--- src/rtl/ct_lsu_spsram_52_ctrl_pkg.sv ---
// Shared constants for the 512x52 LSU SRAM access controller: default geometry,
// the sweep state encoding and the per-cycle SRAM access kind.
package ct_lsu_spsram_52_ctrl_pkg;

    localparam int unsigned ADDR_WIDTH_DEF = 9;
    localparam int unsigned DATA_WIDTH_DEF = 52;
    localparam int unsigned DEPTH_DEF      = 512;

    localparam logic [0:0] ST_IDLE = 1'b0;
    localparam logic [0:0] ST_INIT = 1'b1;

    typedef enum logic [1:0] {
        ACC_NONE = 2'd0,
        ACC_INIT = 2'd1,
        ACC_WR   = 2'd2,
        ACC_RD   = 2'd3
    } acc_e;

endpackage

--- src/rtl/ct_lsu_spsram_52_ctrl_if.sv ---
// Request/response and SRAM pin bundle of the LSU SRAM controller.
// slave = the controller, master = requesters plus the SRAM macro.
interface ct_lsu_spsram_52_ctrl_if
    import ct_lsu_spsram_52_ctrl_pkg::*;
#(
    parameter int ADDR_WIDTH = ADDR_WIDTH_DEF,
    parameter int DATA_WIDTH = DATA_WIDTH_DEF
);

    logic                  init_req;
    logic                  init_busy;
    logic                  wr_vld;
    logic [ADDR_WIDTH-1:0] wr_idx;
    logic [DATA_WIDTH-1:0] wr_din;
    logic [DATA_WIDTH-1:0] wr_bit_mask;
    logic                  wr_grnt;
    logic                  rd_vld;
    logic [ADDR_WIDTH-1:0] rd_idx;
    logic                  rd_grnt;
    logic                  rd_data_vld;
    logic [DATA_WIDTH-1:0] rd_data;
    logic [ADDR_WIDTH-1:0] sram_a;
    logic                  sram_cen;
    logic                  sram_gwen;
    logic [DATA_WIDTH-1:0] sram_wen;
    logic [DATA_WIDTH-1:0] sram_d;
    logic [DATA_WIDTH-1:0] sram_q;

    modport slave (
        input  init_req, wr_vld, wr_idx, wr_din, wr_bit_mask, rd_vld, rd_idx, sram_q,
        output init_busy, wr_grnt, rd_grnt, rd_data_vld, rd_data,
               sram_a, sram_cen, sram_gwen, sram_wen, sram_d
    );

    modport master (
        output init_req, wr_vld, wr_idx, wr_din, wr_bit_mask, rd_vld, rd_idx, sram_q,
        input  init_busy, wr_grnt, rd_grnt, rd_data_vld, rd_data,
               sram_a, sram_cen, sram_gwen, sram_wen, sram_d
    );

endinterface

--- src/rtl/ct_lsu_spsram_52_ctrl_init_cnt.sv ---
// Invalidate-sweep sequencer: owns the IDLE/INIT state, the entry counter and
// init_busy. One sweep write is issued per cycle while sweep_issue is high.
module ct_lsu_spsram_init_cnt
    import ct_lsu_spsram_52_ctrl_pkg::*;
#(
    parameter int ADDR_WIDTH = ADDR_WIDTH_DEF,
    parameter int DEPTH      = DEPTH_DEF
) (
    input  logic                  forever_cpuclk,
    input  logic                  cpurst_b,
    input  logic                  init_req,
    output logic                  init_busy,
    output logic                  sweep_issue,
    output logic [ADDR_WIDTH-1:0] sweep_idx
);

    localparam logic [ADDR_WIDTH-1:0] CNT_LAST = ADDR_WIDTH'(DEPTH - 1);

    logic [0:0]            state;
    logic [ADDR_WIDTH-1:0] cnt;
    logic                  done;
    logic                  cnt_last;

    assign cnt_last  = (cnt == CNT_LAST);
    assign init_busy = (state == ST_INIT);
    assign sweep_idx = cnt;

    // A request from IDLE issues entry 0 in the same cycle; once the last entry
    // is issued, INIT lingers one extra cycle (done) before dropping to IDLE.
    assign sweep_issue = (state == ST_INIT) ? !done : init_req;

    always_ff @(posedge forever_cpuclk or negedge cpurst_b) begin
        if (!cpurst_b) begin
            state <= ST_INIT;
            cnt   <= '0;
            done  <= 1'b0;
        end else if (sweep_issue) begin
            state <= ST_INIT;
            if (cnt_last) begin
                done <= 1'b1;
            end else begin
                cnt <= cnt + ADDR_WIDTH'(1);
            end
        end else if (state == ST_INIT) begin
            state <= ST_IDLE;
            cnt   <= '0;
            done  <= 1'b0;
        end
    end

endmodule

--- src/rtl/ct_lsu_spsram_52_ctrl.sv ---
// LSU single-port SRAM access controller: invalidate sweep, write/read
// arbitration (init > write > read), registered SRAM pins and read-valid pipe.
module ct_lsu_spsram_52_ctrl
    import ct_lsu_spsram_52_ctrl_pkg::*;
#(
    parameter int ADDR_WIDTH = ADDR_WIDTH_DEF,
    parameter int DATA_WIDTH = DATA_WIDTH_DEF,
    parameter int DEPTH      = DEPTH_DEF
) (
    input  logic                    forever_cpuclk,
    input  logic                    cpurst_b,
    ct_lsu_spsram_52_ctrl_if.slave  bus
);

    logic                  init_busy;
    logic                  sweep_issue;
    logic [ADDR_WIDTH-1:0] sweep_idx;
    logic                  grant_ok;
    logic                  wr_grnt;
    logic                  rd_grnt;
    acc_e                  acc;

    logic [ADDR_WIDTH-1:0] sram_a_p0;
    logic                  sram_cen_p0;
    logic                  sram_gwen_p0;
    logic [DATA_WIDTH-1:0] sram_wen_p0;
    logic [DATA_WIDTH-1:0] sram_d_p0;
    logic                  vld_p0;
    logic                  vld_p1;

    ct_lsu_spsram_init_cnt #(
        .ADDR_WIDTH (ADDR_WIDTH),
        .DEPTH      (DEPTH)
    ) u_init_cnt (
        .forever_cpuclk (forever_cpuclk),
        .cpurst_b       (cpurst_b),
        .init_req       (bus.init_req),
        .init_busy      (init_busy),
        .sweep_issue    (sweep_issue),
        .sweep_idx      (sweep_idx)
    );

    // An init_req seen in IDLE takes the port this cycle, so it blocks grants too.
    assign grant_ok = !init_busy && !bus.init_req;
    assign wr_grnt  = grant_ok && bus.wr_vld;
    assign rd_grnt  = grant_ok && !bus.wr_vld && bus.rd_vld;

    always_comb begin
        acc = ACC_NONE;
        if (sweep_issue) begin
            acc = ACC_INIT;
        end else if (wr_grnt && (|bus.wr_bit_mask)) begin
            acc = ACC_WR;
        end else if (rd_grnt) begin
            acc = ACC_RD;
        end
    end

    // ---- p0: SRAM pin registers (address/data hold when there is no access) ----
    always_ff @(posedge forever_cpuclk or negedge cpurst_b) begin
        if (!cpurst_b) begin
            sram_a_p0    <= '0;
            sram_cen_p0  <= 1'b1;
            sram_gwen_p0 <= 1'b1;
            sram_wen_p0  <= '1;
            sram_d_p0    <= '0;
        end else begin
            sram_cen_p0  <= 1'b1;
            sram_gwen_p0 <= 1'b1;
            sram_wen_p0  <= '1;
            case (acc)
                ACC_INIT: begin
                    sram_a_p0    <= sweep_idx;
                    sram_d_p0    <= '0;
                    sram_wen_p0  <= '0;
                    sram_gwen_p0 <= 1'b0;
                    sram_cen_p0  <= 1'b0;
                end
                ACC_WR: begin
                    sram_a_p0    <= bus.wr_idx;
                    sram_d_p0    <= bus.wr_din;
                    sram_wen_p0  <= ~bus.wr_bit_mask;
                    sram_gwen_p0 <= 1'b0;
                    sram_cen_p0  <= 1'b0;
                end
                ACC_RD: begin
                    sram_a_p0   <= bus.rd_idx;
                    sram_cen_p0 <= 1'b0;
                end
                default: ;
            endcase
        end
    end

    // ---- p0/p1: read-valid pipe (access cycle, then data cycle) ----
    always_ff @(posedge forever_cpuclk or negedge cpurst_b) begin
        if (!cpurst_b) begin
            vld_p0 <= 1'b0;
            vld_p1 <= 1'b0;
        end else begin
            vld_p0 <= rd_grnt;
            vld_p1 <= vld_p0;
        end
    end

    assign bus.init_busy   = init_busy;
    assign bus.wr_grnt     = wr_grnt;
    assign bus.rd_grnt     = rd_grnt;
    assign bus.rd_data_vld = vld_p1;
    assign bus.rd_data     = bus.sram_q;
    assign bus.sram_a      = sram_a_p0;
    assign bus.sram_cen    = sram_cen_p0;
    assign bus.sram_gwen   = sram_gwen_p0;
    assign bus.sram_wen    = sram_wen_p0;
    assign bus.sram_d      = sram_d_p0;

endmodule
--- src/flat_wrapper.sv ---
// flat-port wrapper written by rule: the top's interface ports become plain ports
module ct_lsu_spsram_52_ctrl_flat import ct_lsu_spsram_52_ctrl_pkg::*;
#(
    parameter int ADDR_WIDTH = ADDR_WIDTH_DEF,
    parameter int DATA_WIDTH = DATA_WIDTH_DEF,
    parameter int DEPTH      = DEPTH_DEF
)
  (forever_cpuclk, cpurst_b, bus_init_req, bus_wr_vld, bus_wr_idx, bus_wr_din, bus_wr_bit_mask, bus_rd_vld, bus_rd_idx, bus_sram_q, bus_init_busy, bus_wr_grnt, bus_rd_grnt, bus_rd_data_vld, bus_rd_data, bus_sram_a, bus_sram_cen, bus_sram_gwen, bus_sram_wen, bus_sram_d);
  ct_lsu_spsram_52_ctrl_if #(.ADDR_WIDTH(ADDR_WIDTH), .DATA_WIDTH(DATA_WIDTH)) bus_i ();
  input  logic forever_cpuclk;
  input  logic cpurst_b;
  input wire logic [$bits(bus_i.init_req)-1:0] bus_init_req;
  input wire logic [$bits(bus_i.wr_vld)-1:0] bus_wr_vld;
  input wire logic [$bits(bus_i.wr_idx)-1:0] bus_wr_idx;
  input wire logic [$bits(bus_i.wr_din)-1:0] bus_wr_din;
  input wire logic [$bits(bus_i.wr_bit_mask)-1:0] bus_wr_bit_mask;
  input wire logic [$bits(bus_i.rd_vld)-1:0] bus_rd_vld;
  input wire logic [$bits(bus_i.rd_idx)-1:0] bus_rd_idx;
  input wire logic [$bits(bus_i.sram_q)-1:0] bus_sram_q;
  output wire logic [$bits(bus_i.init_busy)-1:0] bus_init_busy;
  output wire logic [$bits(bus_i.wr_grnt)-1:0] bus_wr_grnt;
  output wire logic [$bits(bus_i.rd_grnt)-1:0] bus_rd_grnt;
  output wire logic [$bits(bus_i.rd_data_vld)-1:0] bus_rd_data_vld;
  output wire logic [$bits(bus_i.rd_data)-1:0] bus_rd_data;
  output wire logic [$bits(bus_i.sram_a)-1:0] bus_sram_a;
  output wire logic [$bits(bus_i.sram_cen)-1:0] bus_sram_cen;
  output wire logic [$bits(bus_i.sram_gwen)-1:0] bus_sram_gwen;
  output wire logic [$bits(bus_i.sram_wen)-1:0] bus_sram_wen;
  output wire logic [$bits(bus_i.sram_d)-1:0] bus_sram_d;
  assign bus_i.init_req = bus_init_req;
  assign bus_i.wr_vld = bus_wr_vld;
  assign bus_i.wr_idx = bus_wr_idx;
  assign bus_i.wr_din = bus_wr_din;
  assign bus_i.wr_bit_mask = bus_wr_bit_mask;
  assign bus_i.rd_vld = bus_rd_vld;
  assign bus_i.rd_idx = bus_rd_idx;
  assign bus_i.sram_q = bus_sram_q;
  assign bus_init_busy = bus_i.init_busy;
  assign bus_wr_grnt = bus_i.wr_grnt;
  assign bus_rd_grnt = bus_i.rd_grnt;
  assign bus_rd_data_vld = bus_i.rd_data_vld;
  assign bus_rd_data = bus_i.rd_data;
  assign bus_sram_a = bus_i.sram_a;
  assign bus_sram_cen = bus_i.sram_cen;
  assign bus_sram_gwen = bus_i.sram_gwen;
  assign bus_sram_wen = bus_i.sram_wen;
  assign bus_sram_d = bus_i.sram_d;
  ct_lsu_spsram_52_ctrl #(.ADDR_WIDTH(ADDR_WIDTH), .DATA_WIDTH(DATA_WIDTH), .DEPTH(DEPTH)) u_core (.forever_cpuclk(forever_cpuclk), .cpurst_b(cpurst_b), .bus(bus_i));
endmodule
--- config.mk ---
export PLATFORM = sky130hd
export DESIGN_NAME = ct_lsu_spsram_52_ctrl_flat
export DESIGN_NICKNAME = d
export VERILOG_FILES = /design/src/rtl/ct_lsu_spsram_52_ctrl_pkg.sv /design/src/rtl/ct_lsu_spsram_52_ctrl_if.sv /design/src/rtl/ct_lsu_spsram_52_ctrl_init_cnt.sv /design/src/rtl/ct_lsu_spsram_52_ctrl.sv /design/src/flat_wrapper.sv
export SDC_FILE = /design/constraint.sdc
export NUM_CORES = 1
export LEC_CHECK = 0
export CAP_MARGIN = 0
export CORE_AREA = 2 2 136 138
export CTS_CLUSTER_SIZE = 16
export DETAILED_ROUTE_END_ITERATION = 7
export DIE_AREA = 0 0 138 140
export PLACE_DENSITY = 0.69
export SETUP_SLACK_MARGIN = 0.15
export SLEW_MARGIN = 20
export SYNTH_ARGS = -nofsm -noshare
export SYNTH_HDL_FRONTEND = slang
export SYNTH_SLANG_ARGS = --single-unit
--- constraint.sdc ---
create_clock -name forever_cpuclk -period 2.6 [get_ports forever_cpuclk]
set_clock_uncertainty 0.05 [all_clocks]
set_input_delay 0.26 -clock forever_cpuclk [delete_from_list [all_inputs] [get_ports forever_cpuclk]]
set_output_delay 0.26 -clock forever_cpuclk [all_outputs]
set_load 0.1 [all_outputs]
==> results.tsv, run 1 <==
stage	metric	value	unit
status	status	complete, no violations	
pwr	vdd_drop_max	0.558	mV
pwr	comb_power_share	30.7	%
clock_network	cts.sinks	128	
place	placed_area	7540	um^2
sta	slew_headroom	74.1	%
routing	drt_iter0_markers	200	
pwr	clkPwrFrac	33.5	%
grt	track_usage	17.7	%
clock_network	post-cts-setup-buffers	0	
layout	layout_commonest_cell	buf_4	
clock_network	cts.path.max_buffers	2	
layout	final_cell_mix	131 x buf_4, 125 x clkdlybuf4s50_1, 112 x nand2_1	
sta	rsz0062_at_grt	no	
clock_network	htree_levels	4	
pwr	swShare	38.9	%
floorplan	core_region_area	17800	um^2
clock_network	clkLatencyLatePin	410	ps
grt	antenna_found_initial	1	
grt	grt_pass1_wl	26700	um
routing	drcViolationCount	0	
layout	syn2layout_area_growth	49.9	%
pwr	power.density	831	nW/um^2
logic_synthesis	synth.cell_area	5410	um^2
grt	grtUsageMet2	30.0	%
layout	nets	910	
floorplan	dieArea	19300	um^2
logic_synthesis	ys_async_sr_fraction	100	%
grt	overflow	0	
setup_path	critPathMaxFanout	53	
logic_synthesis	syn_inst	532	
logic_synthesis	synth-seq-area-share	60.5	%
setup_path	r2r_start	u_core.u_init_cnt.sweep_idx[2]$_DFFE_PN0P_	
logic_synthesis	ys_seq_elements	128	
pwr	p_seq_share	35.8	%
setup_path	startpoint_type	primary input	
pwr	fin_total_pwr	6.74	mW
setup_path	cp-end-kind	flop	
logic_synthesis	synthesis.nets	713	
clock_network	numCtsBuffers	17	
grt	met1_usage	20.5	%
layout	layoutNonFillerInstCount	972	
floorplan	start_util	30.4	%
logic_synthesis	ys.flop_type	dfrtp_1	
routing	wirelength	17300	um
place	dp_cells	938	
sta	fin_crit_sh	87.4	%
sta	fmax	0.440	GHz
logic_synthesis	syn_avg_cell_area	10.2	um^2
sta	finalSetupViolations	0	
place	gp_congestion	0.777	
routing	drtAntennaViolNets	0	
pwr	power_switching	2.62	mW
routing	vias	4631	
sta	worst_hold_slack	271	ps
clock_network	root_buffer	clkbuf_16	
setup_path	crit_path_cell_trace	clkdlybuf4s50_1, nor4_1, buf_4, nand4_1, buf_4, o41ai_4, buf_4, nand2_1, buf_12, o21ai_0	
sta	min_period	2270	ps
floorplan	floorplan.die.width	138	um
layout	layout-drive-gt1-share	31.4	%
grt	grt_pass1_vias	4766	
sta	hold_viol	0	
sta	worst_slew_pin_slew	388	ps
setup_path	cp-startpoint	bus_wr_bit_mask[11]	
layout	final_area	8110	um^2
logic_synthesis	synth.distinct_cells	30	
setup_path	crit_required	2850	ps
setup_path	rrSetupSlack	430	ps
logic_synthesis	synth_edf_count	0	
setup_path	max_stage_delay	450	ps
setup_path	arrival	2520	ps
sta	maxSlewViolCount	0	
setup_path	crit_family	buffers and inverters	
routing	vias_per_cell	4.76	
clock_network	clk_pin_slew	60	ps
floorplan	ios	350	
setup_path	crit_buf_inv	5	
grt	met3_usage	4.89	%
routing	dr.pass1.iters	4	
layout	utilization	45.6	%
place	io_buffers	245	
place	dp_hpwl	12600	um
pwr	power_leakage	3.83	nW
pwr	power.internal	4.12	mW
floorplan	fp.dieH	140	um
setup_path	cpMaxStageDelayCell	clkdlybuf4s50_1	
setup_path	crit_top_cell	buf_4	
floorplan	row_count	49	
hold_path	worstHoldPathType	primary input to async pin	
setup_path	path_class	primary input to flop	
flow_run	maxCapViolations	0	
clock_network	cts_tree	built	
grt	top_usage_layer	met2	
routing	wl_per_cell	17.8	um
grt	grt_max_degree	54	
logic_synthesis	yosysWarnings	0	
-- synth_stat cells (all sizes together), types with 3 or more instances --
library cell / instances / area, um^2
dfrtp: 73 / 1830
a22oi: 9 / 67.6
inv: 5 / 18.8
nand4: 5 / 31.3
buf: 62 / 454
xor2: 3 / 26.3
nor4: 13 / 81.3
o21ai: 66 / 330
and2: 3 / 18.8
a21oi: 15 / 75.1
and3: 3 / 18.8
nor2: 5 / 18.8
clkbuf: 25 / 93.8
dfstp: 55 / 1450
nand2: 113 / 427
nand3: 55 / 275
o21a: 9 / 67.6
nand2b: 3 / 18.8
-- power groups by stage --
stage / sequential, mW / clock [mW] / combinational [mW]
2_1_floorplan: 3.56 / 0 / 0.697
3_3_place_gp: 2.43 / 0 / 2.07
3_5_place_dp: 2.44 / 0 / 2.08
4_1_cts: 2.41 / 2.32 / 2.08
5_1_grt: 2.44 / 2.40 / 2.16
6_report: 2.41 / 2.26 / 2.07
-- flip-flops by register name (all words and copies together), names as in the netlist --
| signal | count |
|---|---|
| u_core.u_init_cnt.done | 1 |
| u_core.bus.sram_d | 52 |
| u_core.bus.sram_cen | 1 |
| u_core.vld_p0 | 1 |
| u_core.bus.sram_gwen | 1 |
| u_core.bus.rd_data_vld | 1 |
| u_core.bus.sram_wen | 52 |
| u_core.bus.sram_a | 9 |
| u_core.u_init_cnt.init_busy | 1 |
| u_core.u_init_cnt.sweep_idx | 9 |
-- metrics by stage --
stage,setup TNS [ps],setup WS (ps)
6_report,0,329
2_1_floorplan,0,285
3_5_place_dp,-6950,-141
3_3_place_gp,-8330,-160
4_1_cts,0,275
5_1_grt,0,193
-- metal layers --
| metal | wire length [um] | vias to the layer above |
|---|---|---|
| met5 | 0 | - |
| met3 | 1220 | 63 |
| li1 | - | 2146 |
| met1 | 6860 | 2231 |
| met2 | 8480 | 191 |
| met4 | 717 | 0 |
-- cells by family (layout without fill, tap and decap cells) --
group	Yosys count	after routing	synth area share [%]
AOI/OAI and AO/OA	105	105	11.3
xor gates and xnor gates	3	3	0.486
other	0	1	0
adders and majority gates	2	2	0.462
muxes	1	1	0.208
DFF	128	128	60.5
buffers and inverters	92	302	10.5
and+or+nand+nor	201	201	16.6
-- area by class of cell --
| type | instances | area (um^2) |
|---|---|---|
| flip-flops and latches | 128 | 3270 |
| well taps | 229 | 287 |
| inverters | 5 | 18.8 |
| multi-input cells | 312 | 1580 |
| diodes | 1 | 2.50 |
| clock buffers | 17 | 425 |
| clock inverters | 15 | 134 |
| repair buffers | 265 | 2400 |
| fillers | 1696 | 9670 |
-- worst paths after layout --
check	to	cells past startpoint
setup / recovery	u_core.bus.sram_wen[15]$_DFF_PN1_	10
hold / removal	u_core.bus.sram_a[0]$_DFFE_PN0N_	2
setup reg to reg	u_core.u_init_cnt.sweep_idx[0]$_DFFE_PN0P_	8
hold reg to reg	u_core.bus.rd_data_vld$_DFF_PN0_	0
max in group asynchronous	u_core.bus.sram_cen$_DFF_PN1_	3
min in group forever_cpuclk	u_core.bus.rd_data_vld$_DFF_PN0_	0
-- repair_timing --
item	4_1_cts	5_1_grt
hold buffers	1	0
resized for setup	0	0
hold endpoints to repair	22	0
Power figures use the tool's default switching activity.
==> inputs of run 2 (changes only) <==
==> constraint.sdc (replaced) <==
create_clock -name forever_cpuclk -period 2.6 [get_ports forever_cpuclk]
set_clock_uncertainty 0.05 [all_clocks]
set_input_delay 0.39 -clock forever_cpuclk [delete_from_list [all_inputs] [get_ports forever_cpuclk]]
set_output_delay 0.39 -clock forever_cpuclk [all_outputs]
set_load 0.1 [all_outputs]
==> run 2 against run 1 <==
Non-clock buffer count grew 3. Critical endpoint is now u_core.bus.sram_wen[18]$_DFF_PN1_. Critical path type unchanged. Highest routed layer unchanged. Wire length grew 0.39%. Cell area grew 1.3%.
==> results.tsv, run 2 (same netlist as run 1, synthesis figures left out) <==
stage	metric	value	unit
status	status	complete, no violations	
setup_path	crit_top_cell	buf_4	
pwr	comb_power_share	29.5	%
sta	maxSlewViolCount	0	
setup_path	worstReg2RegEnd	u_core.u_init_cnt.sweep_idx[0]$_DFFE_PN0P_	
grt	track_usage	17.8	%
layout	final_area	8210	um^2
hold_path	min_from	u_core.vld_p0$_DFF_PN0_	
sta	worst_hold_slack	312	ps
sta	hold_viol	0	
place	placed_area	7550	um^2
setup_path	path_class	primary input to flop	
grt	antenna_found_initial	1	
sta	finalSetupViolations	0	
clock_network	clkLatencyLatePin	410	ps
setup_path	cp-end-kind	flop	
pwr	vdd_drop_max	0.702	mV
floorplan	fp.dieH	140	um
pwr	clkPwrFrac	36.1	%
routing	drt_iter0_markers	220	
clock_network	cts.sinks	128	
sta	worst_slew_pin_slew	615	ps
layout	syn2layout_area_growth	51.8	%
setup_path	cpMaxStageDelayCell	o41ai_4	
routing	drtAntennaViolNets	0	
sta	fmax	0.430	GHz
floorplan	start_util	30.4	%
clock_network	htree_levels	4	
clock_network	clk_pin_slew	60	ps
setup_path	rrSetupSlack	440	ps
setup_path	r2r_start	u_core.u_init_cnt.sweep_idx[2]$_DFFE_PN0P_	
routing	wirelength	17300	um
place	gp_congestion	0.769	
setup_path	arrival	2590	ps
routing	wl_per_cell	17.8	um
grt	grt_pass1_vias	4759	
clock_network	cts_tree	built	
hold_path	holdPathStages	0	
floorplan	dieArea	19300	um^2
grt	grt_max_degree	66	
hold_path	whs_endpoint	u_core.bus.rd_data_vld$_DFF_PN0_	
pwr	power.density	853	nW/um^2
setup_path	crit_buf_inv	4	
sta	slew_headroom	59.0	%
setup_path	critPathMaxFanout	53	
pwr	swShare	37.0	%
floorplan	ios	350	
routing	vias	4623	
setup_path	crit_path_cell_trace	clkdlybuf4s50_1, nor4_2, buf_4, nand4_1, o41ai_4, buf_4, nand2_1, buf_12, o21ai_0	
hold_path	worstHoldPathType	flop to flop	
place	preCtsSetupSlack	-262	ps
clock_network	numCtsBuffers	17	
setup_path	crit_family	buffers and inverters	
setup_path	reg2regPathDepth	8	
place	io_buffers	245	
floorplan	row_count	49	
setup_path	startpoint_type	primary input	
flow_run	maxCapViolations	0	
sta	setup_tns	0	ps
sta	fin_crit_sh	89.4	%
setup_path	max_stage_delay	460	ps
sta	rsz0062_at_grt	no	
layout	layout_commonest_cell	buf_4	
floorplan	floorplan.die.width	138	um
pwr	power_leakage	3.88	nW
setup_path	crit_required	2870	ps
pwr	power.internal	4.41	mW
sta	min_period	2320	ps
floorplan	core_region_area	17800	um^2
layout	final_cell_mix	135 x buf_4, 125 x clkdlybuf4s50_1, 112 x nand2_1	
routing	vias_per_cell	4.74	
grt	grt_pass1_wl	26800	um
routing	drcViolationCount	0	
grt	overflow	0	
place	dp_hpwl	12600	um
routing	dr.pass1.iters	4	
pwr	power_switching	2.59	mW
layout	nets	913	
clock_network	cts.path.max_buffers	2	
sta	final.setup.worst_slack	276	ps
clock_network	root_buffer	clkbuf_16	
layout	layout-drive-gt1-share	31.7	%
pwr	p_seq_share	34.4	%
-- run 2: cell count changes in the layout (fill, tap and decap cells not counted), sizes merged --
cell / change
buf: +3
bufinv: +1
clkbuf: +5
clkinv: -1
clkinvlp: -2
inv: -3
-- run 2: how the worst max path moves through the flow --
stage	startpoint	end	slack [ps]	depth (start not counted)
after floorplan	u_core.u_init_cnt.init_busy$_DFF_PN1_	u_core.bus.sram_a[0]$_DFFE_PN0N_	280	7
after global placement	bus_wr_bit_mask[11]	u_core.bus.sram_wen[18]$_DFF_PN1_	-300	9
after detailed placement	bus_wr_bit_mask[11]	u_core.bus.sram_d[37]$_DFFE_PN0N_	-260	8
after CTS	bus_wr_bit_mask[11]	u_core.bus.sram_a[3]$_DFFE_PN0N_	160	7
after global routing	bus_wr_bit_mask[11]	u_core.bus.sram_wen[18]$_DFF_PN1_	150	9
final	bus_wr_bit_mask[11]	u_core.bus.sram_wen[18]$_DFF_PN1_	280	9
-- run 2: routing by layer --
layer	global-route usage (%)	up-vias	wire length [um]
met5	0	-	0
met4	10.2	0	829
met3	5.44	66	1130
met2	28.8	195	8170
met1	21.3	2202	7230
li1	-	2160	-
-- run 2: final cells by class --
type	instances	area (um^2)
fillers	1647	9570
flip-flops and latches	128	3270
repair buffers	268	2410
multi-input cells	312	1590
clock buffers	22	518
well taps	229	287
clock inverters	10	119
inverters	5	18.8
diodes	1	2.50
-- run 2: what timing repair did --
action	in CTS	in global routing
resized for setup	0	2
endpoints found under the setup margin	0	98
hold endpoints to repair	29	0
buffers inserted	0	0
hold buffers	1	0
-- run 2: power by group through the flow --
| stage | registers [mW] | logic (mW) | clock network (mW) |
|---|---|---|---|
| floorplan | 3.56 | 0.697 | 0 |
| global placement | 2.43 | 2.07 | 0 |
| detailed placement | 2.44 | 2.08 | 0 |
| CTS | 2.41 | 2.09 | 2.60 |
| global route | 2.44 | 2.17 | 2.67 |
| finish | 2.41 | 2.07 | 2.53 |
-- run 2: per-stage QoR --
stage | power [mW] | instances | utilization (%)
2_1_floorplan | 4.26 | 532 | -
3_3_place_gp | 4.50 | 941 | 42.5
3_5_place_dp | 4.52 | 941 | 42.5
4_1_cts | 7.09 | 974 | 46.1
5_1_grt | 7.28 | 975 | 46.2
6_report | 7.01 | 975 | 46.2
-- run 2: worst reg2reg max path: stages, from the launching register on --
cell and delay, ps:
dfrtp_1 450, and3_1 240, and3_1 210, and3_1 190, ha_1 200, a21oi_1 130
buf_4 200, nor2_1 100, mux2_2 270
==> inputs of run 3 (changes only) <==
CORE_AREA = 4 4 134 136   (was 2 2 136 138)
PLACE_DENSITY = 0.73   (was 0.69)
==> run 3 against run 2 <==
Sequential share of layout area decreased by 0.31 points. Die area unchanged. Clock power down 8%. Power is 2.5% lower. Wire length down 1.4%. Cell area is 0.78% higher. Non-clock buffer count rose by 18. Combinational power barely moved. Sequential power is essentially flat. Hold slack worse by 2.2 ps. Largest power group is now sequential cells.
==> results.tsv, run 3 (same netlist as run 1, synthesis figures left out) <==
stage	metric	value	unit
status	status	complete, no violations	
floorplan	row_count	48	
pwr	vdd_drop_max	0.457	mV
routing	dr.pass1.iters	7	
grt	overflow	0	
pwr	power_leakage	3.94	nW
clock_network	htree_levels	4	
floorplan	core_region_area	16900	um^2
floorplan	dieArea	19300	um^2
sta	fin_crit_sh	90.2	%
layout	layout-drive-gt1-share	33.4	%
hold_path	worstHoldPathType	flop to flop	
setup_path	cp-end-kind	flop	
routing	drcViolationCount	0	
floorplan	fp.dieH	140	um
sta	rsz0062_at_grt	no	
grt	track_usage	17.4	%
setup_path	startpoint_type	primary input	
setup_path	crit_path_cell_trace	clkdlybuf4s50_1, nor4_2, nand4_1, o41a_2, buf_4, o21ai_0, o21a_1	
place	io_buffers	245	
routing	drtAntennaViolNets	0	
layout	nets	931	
setup_path	crit_buf_inv	2	
clock_network	clk_pin_slew	60	ps
sta	final.setup.worst_slack	255	ps
setup_path	crit_family	compound AO/OA/AOI/OAI gates	
clock_network	clkLatencyLatePin	410	ps
pwr	fin_total_pwr	6.83	mW
grt	antenna_found_initial	0	
setup_path	cpMaxStageDelayCell	o41a_2	
grt	grt_pass1_vias	4727	
setup_path	critPathMaxFanout	13	
clock_network	cts.sinks	128	
clock_network	cts_tree	built	
floorplan	ios	350	
routing	wl_per_cell	17.3	um
sta	finalSetupViolations	0	
floorplan	start_util	31.9	%
sta	slew_headroom	63.0	%
routing	wirelength	17100	um
place	dp_hpwl	12400	um
clock_network	numCtsBuffers	17	
clock_network	cts.path.max_buffers	2	
setup_path	crit_required	2900	ps
layout	diodes	0	
clock_network	post-cts-setup-buffers	0	
sta	hold_viol	0	
routing	vias_per_cell	4.73	
layout	syn2layout_area_growth	53.0	%
setup_path	arrival	2650	ps
routing	drt_iter0_markers	340	
place	preCtsSetupSlack	-246	ps
grt	grt_max_degree	59	
setup_path	max_stage_delay	670	ps
sta	worst_slew_pin_slew	554	ps
pwr	power.density	825	nW/um^2
layout	layout_commonest_cell	buf_4	
sta	maxSlewViolCount	0	
grt	grt_pass1_wl	26400	um
sta	fmax	0.426	GHz
setup_path	path_class	primary input to flop	
routing	vias	4677	
floorplan	floorplan.die.width	138	um
sta	min_period	2340	ps
layout	final_cell_mix	153 x buf_4, 125 x clkdlybuf4s50_1, 112 x nand2_1	
clock_network	root_buffer	clkbuf_16	
flow_run	maxCapViolations	0	
place	gp_congestion	0.781	
==> run 3: area by class of cell <==
type,count,area (um^2)
Fill cell,1572,8660
Sequential cell,128,3270
Inverter,5,18.8
Timing Repair Buffer,286,2540
Tap cell,225,282
Clock inverter,12,104
Multi-Input combinational cell,312,1580
Clock buffer,20,478
==> run 3: path summary, 6_finish.rpt <==
path | cells after the start | slack, ps | to | start
setup / recovery | 7 | 260 | u_core.bus.sram_a[4]$_DFFE_PN0N_ | bus_wr_bit_mask[11]
hold / removal | 0 | 310 | u_core.bus.rd_data_vld$_DFF_PN0_ | u_core.vld_p0$_DFF_PN0_
setup reg to reg | 8 | 440 | u_core.u_init_cnt.sweep_idx[0]$_DFFE_PN0P_ | u_core.u_init_cnt.sweep_idx[2]$_DFFE_PN0P_
hold reg to reg | 0 | 310 | u_core.bus.rd_data_vld$_DFF_PN0_ | u_core.vld_p0$_DFF_PN0_
max in group asynchronous | 3 | 1280 | u_core.bus.sram_cen$_DFF_PN1_ | cpurst_b
min in group asynchronous | 2 | 480 | u_core.bus.sram_d[6]$_DFFE_PN0N_ | cpurst_b
==> run 3: timing repair <==
| item | 4_1_cts | 5_1_grt |
|---|---|---|
| resized for setup | 0 | 1 |
| endpoints found under the setup margin | 0 | 47 |
| hold endpoints to repair | 43 | 0 |
| hold buffers | 1 | 0 |
==> run 3: worst reg2reg max path, stage by stage (launching register included) <==
cell     delay, ps
dfrtp_1        450
and3_1         240
and3_1         210
and3_1         190
ha_1           200
a21oi_1        130
buf_4          200
nor2_1         100
mux2_2         280
==> run 3: per-layer routing <==
| metal | global-route usage, % | share of wire, % | vias to the layer above |
|---|---|---|---|
| met3 | 5.50 | 7.0 | 58 |
| met1 | 21.1 | 42 | 2235 |
| met2 | 28.2 | 48 | 192 |
| met4 | 8.22 | 3.6 | 0 |
| li1 | - | - | 2192 |
| met5 | 0 | 0 | - |
==> run 3: stage by stage <==
step | cell area (um^2) | utilization, % | hold WS, ps | setup TNS [ps] | std cells
6_report | 8280 | 48.9 | 310 | 0 | 988
5_1_grt | 8280 | 48.9 | 306 | 0 | 988
4_1_cts | 8270 | 48.8 | 306 | 0 | 988
3_5_place_dp | 7680 | 45.3 | 293 | -18810 | 955
3_3_place_gp | 7680 | 45.3 | 292 | -13810 | 955
2_1_floorplan | 5410 | - | 44.4 | 0 | 532
==> run 3: power by group <==
| group | total [mW] | internal, mW | leakage [nW] | switching (mW) |
|---|---|---|---|---|
| Clock | 2.34 | 1.42 | 0.288 | 0.912 |
| Sequential | 2.41 | 2.26 | 1.56 | 0.152 |
| Combinational | 2.08 | 0.550 | 2.09 | 1.53 |
| Total | 6.83 | 4.23 | 3.94 | 2.60 |
